`config.mk`:
```
export PLATFORM = sky130hd
export DESIGN_NAME = nibble_add_seq_flat
export DESIGN_NICKNAME = d
export VERILOG_FILES = /design/src/rtl/nibble_add_seq_if.sv /design/src/rtl/nibble_add_seq.sv /design/src/flat_wrapper.sv
export SDC_FILE = /design/constraint.sdc
export NUM_CORES = 1
export LEC_CHECK = 0
export CORE_MARGIN = 2
export CORE_UTILIZATION = 40
export CTS_CLUSTER_SIZE = 12
export DETAILED_ROUTE_END_ITERATION = 16
export MAX_ROUTING_LAYER = met4
export SYNTH_ARGS = -nofsm -noshare
export SYNTH_HDL_FRONTEND = slang
export SYNTH_SLANG_ARGS = --single-unit
```
`constraint.sdc`:
```
create_clock -name clk -period 4.8 [get_ports clk]
set_input_delay 1.44 -clock clk [delete_from_list [all_inputs] [get_ports clk]]
set_output_delay 1.44 -clock clk [all_outputs]
set_load 0.01 [all_outputs]
```
`src/rtl/nibble_add_seq_if.sv`:
```
// ============================================================================
// Module   : nibble_add_seq_if
// Brief    : Request, result and shared-adder signals of nibble_add_seq.
// Revision : 1.0
// ============================================================================
`default_nettype none

interface nibble_add_seq_if #(
    parameter int W = 16
);
    logic         in_valid;
    logic         in_ready;
    logic [W-1:0] in_a;
    logic [W-1:0] in_b;
    logic         out_valid;
    logic         out_ready;
    logic [W-1:0] out_sum;
    logic         out_co;
    logic [3:0]   add_a;
    logic [3:0]   add_b;
    logic [3:0]   add_s;
    logic         add_co;

    // Environment side: operand producer, result consumer and the 4-bit adder.
    modport master (
        output in_valid, in_a, in_b, out_ready, add_s, add_co,
        input  in_ready, out_valid, out_sum, out_co, add_a, add_b
    );

    modport slave (
        input  in_valid, in_a, in_b, out_ready, add_s, add_co,
        output in_ready, out_valid, out_sum, out_co, add_a, add_b
    );
endinterface

`default_nettype wire

```
`src/rtl/nibble_add_seq.sv`:
```
// ============================================================================
// Module   : nibble_add_seq
// Brief    : W-bit adder sequenced over one shared 4-bit adder, LSB nibble
//            first, carry injected by a second adder pass per nibble.
// Revision : 1.0
// ============================================================================
`default_nettype none

module nibble_add_seq #(
    parameter int W       = 16,
    parameter int SKIP_ZC = 0
) (
    input  logic            clk,
    input  logic            rst_n,
    nibble_add_seq_if.slave bus
);
    localparam int NIB = W / 4;
    localparam int IW  = (NIB > 1) ? $clog2(NIB) : 1;
    localparam logic [IW-1:0] LAST_IDX = IW'(NIB - 1);

    localparam logic [1:0] S_IDLE = 2'd0;
    localparam logic [1:0] S_SUM  = 2'd1;
    localparam logic [1:0] S_CINC = 2'd2;
    localparam logic [1:0] S_DONE = 2'd3;

    logic [1:0]    state;
    logic [1:0]    state_nxt;
    logic [IW-1:0] idx;
    logic          carry;
    logic          c1;
    logic [3:0]    part;
    logic [W-1:0]  a_reg;
    logic [W-1:0]  b_reg;
    logic [W-1:0]  acc;
    logic [W-1:0]  sum_reg;
    logic          co_reg;

    logic          last;
    logic          skip;
    logic          carry_nxt;
    logic [W-1:0]  acc_upd;

    assign last = (idx == LAST_IDX);
    // With a zero incoming carry the SUM pass already yields the final nibble.
    assign skip = (SKIP_ZC != 0) && !carry;

    always_comb begin
        acc_upd              = acc;
        acc_upd[4*idx +: 4]  = bus.add_s;
        carry_nxt            = (state == S_CINC) ? (c1 | bus.add_co) : bus.add_co;
    end

    always_ff @(posedge clk or negedge rst_n) begin
        if (!rst_n) begin
            state <= S_IDLE;
        end else begin
            state <= state_nxt;
        end
    end

    always_comb begin
        state_nxt = state;
        case (state)
            S_IDLE: if (bus.in_valid) state_nxt = S_SUM;
            S_SUM: begin
                if (skip) begin
                    state_nxt = last ? S_DONE : S_SUM;
                end else begin
                    state_nxt = S_CINC;
                end
            end
            S_CINC: state_nxt = last ? S_DONE : S_SUM;
            S_DONE: if (bus.out_ready) state_nxt = S_IDLE;
            default: state_nxt = S_IDLE;
        endcase
    end

    always_comb begin
        bus.in_ready  = 1'b0;
        bus.out_valid = 1'b0;
        bus.add_a     = 4'd0;
        bus.add_b     = 4'd0;
        case (state)
            S_IDLE: bus.in_ready = 1'b1;
            S_SUM: begin
                bus.add_a = a_reg[4*idx +: 4];
                bus.add_b = b_reg[4*idx +: 4];
            end
            S_CINC: begin
                bus.add_a = part;
                bus.add_b = {3'b000, carry};
            end
            S_DONE: bus.out_valid = 1'b1;
            default: ;
        endcase
    end

    always_ff @(posedge clk or negedge rst_n) begin
        if (!rst_n) begin
            idx     <= '0;
            carry   <= 1'b0;
            c1      <= 1'b0;
            part    <= 4'd0;
            a_reg   <= '0;
            b_reg   <= '0;
            acc     <= '0;
            sum_reg <= '0;
            co_reg  <= 1'b0;
        end else begin
            case (state)
                S_IDLE: begin
                    if (bus.in_valid) begin
                        a_reg <= bus.in_a;
                        b_reg <= bus.in_b;
                        idx   <= '0;
                        carry <= 1'b0;
                        acc   <= '0;
                    end
                end
                S_SUM, S_CINC: begin
                    if (state == S_SUM && !skip) begin
                        part <= bus.add_s;
                        c1   <= bus.add_co;
                    end else begin
                        acc   <= acc_upd;
                        carry <= carry_nxt;
                        if (last) begin
                            sum_reg <= acc_upd;
                            co_reg  <= carry_nxt;
                        end else begin
                            idx <= idx + IW'(1);
                        end
                    end
                end
                default: ;
            endcase
        end
    end

    assign bus.out_sum = sum_reg;
    assign bus.out_co  = co_reg;
endmodule

`default_nettype wire

```
`src/flat_wrapper.sv`:
```
// flat-port wrapper written by rule: the top's interface ports become plain ports
module nibble_add_seq_flat 
#(
    parameter int W       = 16,
    parameter int SKIP_ZC = 0
)
  (clk, rst_n, bus_in_valid, bus_in_a, bus_in_b, bus_out_ready, bus_add_s, bus_add_co, bus_in_ready, bus_out_valid, bus_out_sum, bus_out_co, bus_add_a, bus_add_b);
  nibble_add_seq_if #(.W(W)) bus_i ();
  input  logic clk;
  input  logic rst_n;
  input wire logic [$bits(bus_i.in_valid)-1:0] bus_in_valid;
  input wire logic [$bits(bus_i.in_a)-1:0] bus_in_a;
  input wire logic [$bits(bus_i.in_b)-1:0] bus_in_b;
  input wire logic [$bits(bus_i.out_ready)-1:0] bus_out_ready;
  input wire logic [$bits(bus_i.add_s)-1:0] bus_add_s;
  input wire logic [$bits(bus_i.add_co)-1:0] bus_add_co;
  output wire logic [$bits(bus_i.in_ready)-1:0] bus_in_ready;
  output wire logic [$bits(bus_i.out_valid)-1:0] bus_out_valid;
  output wire logic [$bits(bus_i.out_sum)-1:0] bus_out_sum;
  output wire logic [$bits(bus_i.out_co)-1:0] bus_out_co;
  output wire logic [$bits(bus_i.add_a)-1:0] bus_add_a;
  output wire logic [$bits(bus_i.add_b)-1:0] bus_add_b;
  assign bus_i.in_valid = bus_in_valid;
  assign bus_i.in_a = bus_in_a;
  assign bus_i.in_b = bus_in_b;
  assign bus_i.out_ready = bus_out_ready;
  assign bus_i.add_s = bus_add_s;
  assign bus_i.add_co = bus_add_co;
  assign bus_in_ready = bus_i.in_ready;
  assign bus_out_valid = bus_i.out_valid;
  assign bus_out_sum = bus_i.out_sum;
  assign bus_out_co = bus_i.out_co;
  assign bus_add_a = bus_i.add_a;
  assign bus_add_b = bus_i.add_b;
  nibble_add_seq #(.W(W), .SKIP_ZC(SKIP_ZC)) u_core (.clk(clk), .rst_n(rst_n), .bus(bus_i));
endmodule
```
==> key figures <==
Outcome
  – Outcome: finished, final reports clean

Final layout
  – Multi-input gate area: ~0.0014 sq mm
  – Final Core Density: between 50% and 60%
  – FILL cells: approximately 750
  – Nets@finish: 391
  – Area added between synthesis and finish: 28.01%
  – ANT cells: 0
  – Share of layout cells above drive strength 1: roughly 19%
  – Reg area: 0.001777 sq mm

Global route
  – Met1 Usage GRT: between 20% and 30%
  – Largest net degree at the start of global routing: 33
  – Final global-route overflow total: 0
  – GR Util met2: between 20 and 30%
  – Grt peak-use layer: met2
  – First-pass GRT wire length: around 12000 um
  – Vias in the first global route: roughly 2400
  – M3 GR Usage: ~5.9%
  – Total track usage: 17.68%
  – Initial antenna violation count: 0

Floorplanning
  – Die Span Y: approximately 95 um
  – Die area: approximately 0.0091 sq mm
  – Starting Density: approximately two fifths
  – Top-level port count: between 60 and 70
  – Rows: 33
  – Core area: 0.008134 sq mm
  – Die width: between 90 and 100 um

Yosys
  – Syn nets: 330
  – Post-synthesis cell area: 0.003332 sq mm
  – Distinct cells, synth: 26
  – Main synth FF type: dfrtp_1
  – Synth warn: 0
  – Post-synth EDFFs: 0
  – Async S/R FF share, synth: 100.0%
  – Yosys top cell area share: approximately 53%
  – Ranking of synthesized cells by area: dfrtp_1 53%, mux2_2 13%, mux4_2 4.7%
  – Sequential area share after synthesis: a little over half
  – #FFs+latches synth: just over 70
  – Synth area leader: dfrtp_1
  – Avg Cell Area, Syn: approximately 12 sq um
  – Syn Inst Count: approximately 280

Drt
  – Final ANT Viol Nets: 0
  – First-pass detailed-route iteration total: 4
  – Vias per cell: about 5.0
  – WL/cell: ~16 um
  – Via Count: ~2300
  – Residual DRC: 0
  – DRT Wirelength: 6980 um
  – DRT iter0 DRCs: just over 70

Power
  – Lkg Pwr: approximately 1.8 nW
  – Power per Cell Area: 624.8 mW/mm^2
  – VDD IR max: around 340 uV

CTS
  – Post-CTS Hold Fix Bufs: 0
  – Clock sinks: 71
  – CTS tree: built
  – Clk Latency, worst-skew pair: between 0.3 and 0.4 ns
  – CTS root buffer: clkbuf_8
  – PostCTS Resize Cnt: 0
  – CTS Buf Count: 9
  – CTS H-tree lvls: 3
  – Reg clk slew, reported paths: about 0.080 ns
  – Clock Tree Buf Depth: 2
  – Setup repair bufs after CTS: 0

Critical path
  – CP max-delay cell: ha_1
  – CP Capture Type: output port
  – Worst path bufs/invs: 2
  – CP Max Fanout: 19
  – Worst r2r path cells: 4
  – Setup crit start kind: register
  – CP required: 3.36 ns
  – Worst path cell trace: inv_1 -> ha_1 -> and2_1 -> a32o_1 -> clkdlybuf4s50_1
  – CP max stage delay: roughly 0.67 ns
  – Critical Path Stages: 5
  – Worst path top cell family by delay: adder cells
  – Setup CP Type: register to output port
  – CP Data Arrival Time: between 2 and 3 ns

Hold path
  – Worst min path class: register to register
  – Hold path cells: 2

Run
  – Number of max-cap violations: 0

Timing
  – RSZ-0062 raised after global routing: false
  – Hold Vio Cnt, Final: 0
  – TNS Setup: 0 ns
  – Slew Limit Headroom: a little over a third
  – Peak Freq: roughly 240 MHz
  – Slew @ Worst Pin: approximately 0.95 ns
  – Final setup vio count: 0
  – Final critical-path share of the clock period: roughly 86%
  – Final Max Tran Viols: 0
  – Worst clock skew: between 0.006 and 0.007 ns
  – Crit path time final: between 4 and 5 ns

Place
  – GPL Wtd Cong: 0.7729
  – PortBufs: between 60 and 70
  – Post-DP HPWL: about 4900 um
[layout by cell type (no fill, tap or decap)]
master / Yosys / routed
dfrtp_1: 71 / 71
clkdlybuf4s50_1: 0 / 66
mux2_2: 37 / 37
nand2_1: 32 / 32
o21ai_0: 26 / 26
a21oi_1: 16 / 16
nor2b_1: 13 / 13
ha_1: 10 / 10
clkbuf_8: 0 / 9
inv_1: 7 / 7
mux4_2: 7 / 7
and2_1: 5 / 5
a32o_1: 5 / 5
a31oi_1: 5 / 5
a22oi_1: 4 / 4
o21ai_1: 4 / 4
a22o_1: 4 / 4
nor2_1: 3 / 3
and4_1: 3 / 3
buf_4: 0 / 3
o31ai_1: 2 / 2
clkinv_4: 0 / 2
bufinv_16: 0 / 2
clkbuf_1: 10 / 2
mux4_1: 1 / 1
mux2_4: 1 / 1
nand2_4: 1 / 1
nor3_1: 1 / 1
o32a_1: 1 / 1
clkinv_2: 0 / 1
buf_2: 8 / 1
[per-stage QoR]
step | hold slack (ns) | total power, mW | std cells | instance area (sq um) | setup slack, ns
after floorplan | 0.4479 | 1.786 | 279 | 3332 | 1.991
after CTS | 0.4881 | 2.701 | 450 | 4265 | 0.6479
final | 0.4780 | 2.665 | 450 | 4265 | 0.6715
after global placement | 0.4602 | 2.144 | 434 | 4051 | 1.051
after global routing | 0.5047 | 2.870 | 450 | 4265 | 0.4683
after detailed placement | 0.4696 | 2.168 | 434 | 4051 | 1.040
[report_power, final]
group | internal, mW | leakage (nW) | switching [mW]
Clock | 0.294 | 0.107 | 0.224
Sequential | 0.848 | 0.862 | 0.163
Combinational | 0.608 | 0.837 | 0.527
[kinds of logic after synthesis]
kind of cell	share of synthesized area (%)
buf+inv	3.793
flops	53.32
fa+ha+maj	3.755
compound gates	12.05
mux	18.48
simple gates	8.599
[cell usage after synthesis, types with 4 or more instances]
cell,n
a21oi_1,16
a22o_1,4
a22oi_1,4
a31oi_1,5
a32o_1,5
and2_1,5
buf_2,8
clkbuf_1,10
dfrtp_1,71
ha_1,10
inv_1,7
mux2_2,37
mux4_2,7
nand2_1,32
nor2b_1,13
o21ai_0,26
o21ai_1,4
[layout make-up]
cell class                      count  area share (%)
Clock inverter                      5           1.936
Inverter                            7          0.6160
Clock buffer                       11           3.080
Multi-Input combinational cell    181           33.50
Sequential cell                    71           41.65
Tap cell                          105           3.080
Timing Repair Buffer               70           16.13
[path summary, 6_finish.rpt]
check / start / to / slack [ns]
worst max register to register: u_core.idx[0] / u_core.bus.out_sum[15] / 2.20
worst min-delay path: u_core.bus.out_sum[10] / u_core.bus.out_sum[10] / 0.48
max in group asynchronous: rst_n / u_core.a_reg[0] / 2.83
min in group asynchronous: rst_n / u_core.bus.out_sum[11] / 1.12
worst max-delay path: u_core.state[0] / bus_add_b[0] / 0.67
worst min register to register: u_core.bus.out_sum[10] / u_core.bus.out_sum[10] / 0.48
[worst reg2reg max path, delay by kind of cell, from the launching register on]
kind / cells / cell delay [ns]
AOI/OAI and AO/OA: 1 / 0.22
DFF: 1 / 0.81
and+or+nand+nor: 2 / 1.23
adders and majority gates: 1 / 0.28
[routing by layer]
metal | vias to the layer above | wire, um
met1 | 1075 | 3230
met5 | - | 0
met4 | 0 | 86
li1 | 1111 | -
met2 | 63 | 3239
met3 | 7 | 424
Power figures use the tool's default switching activity.
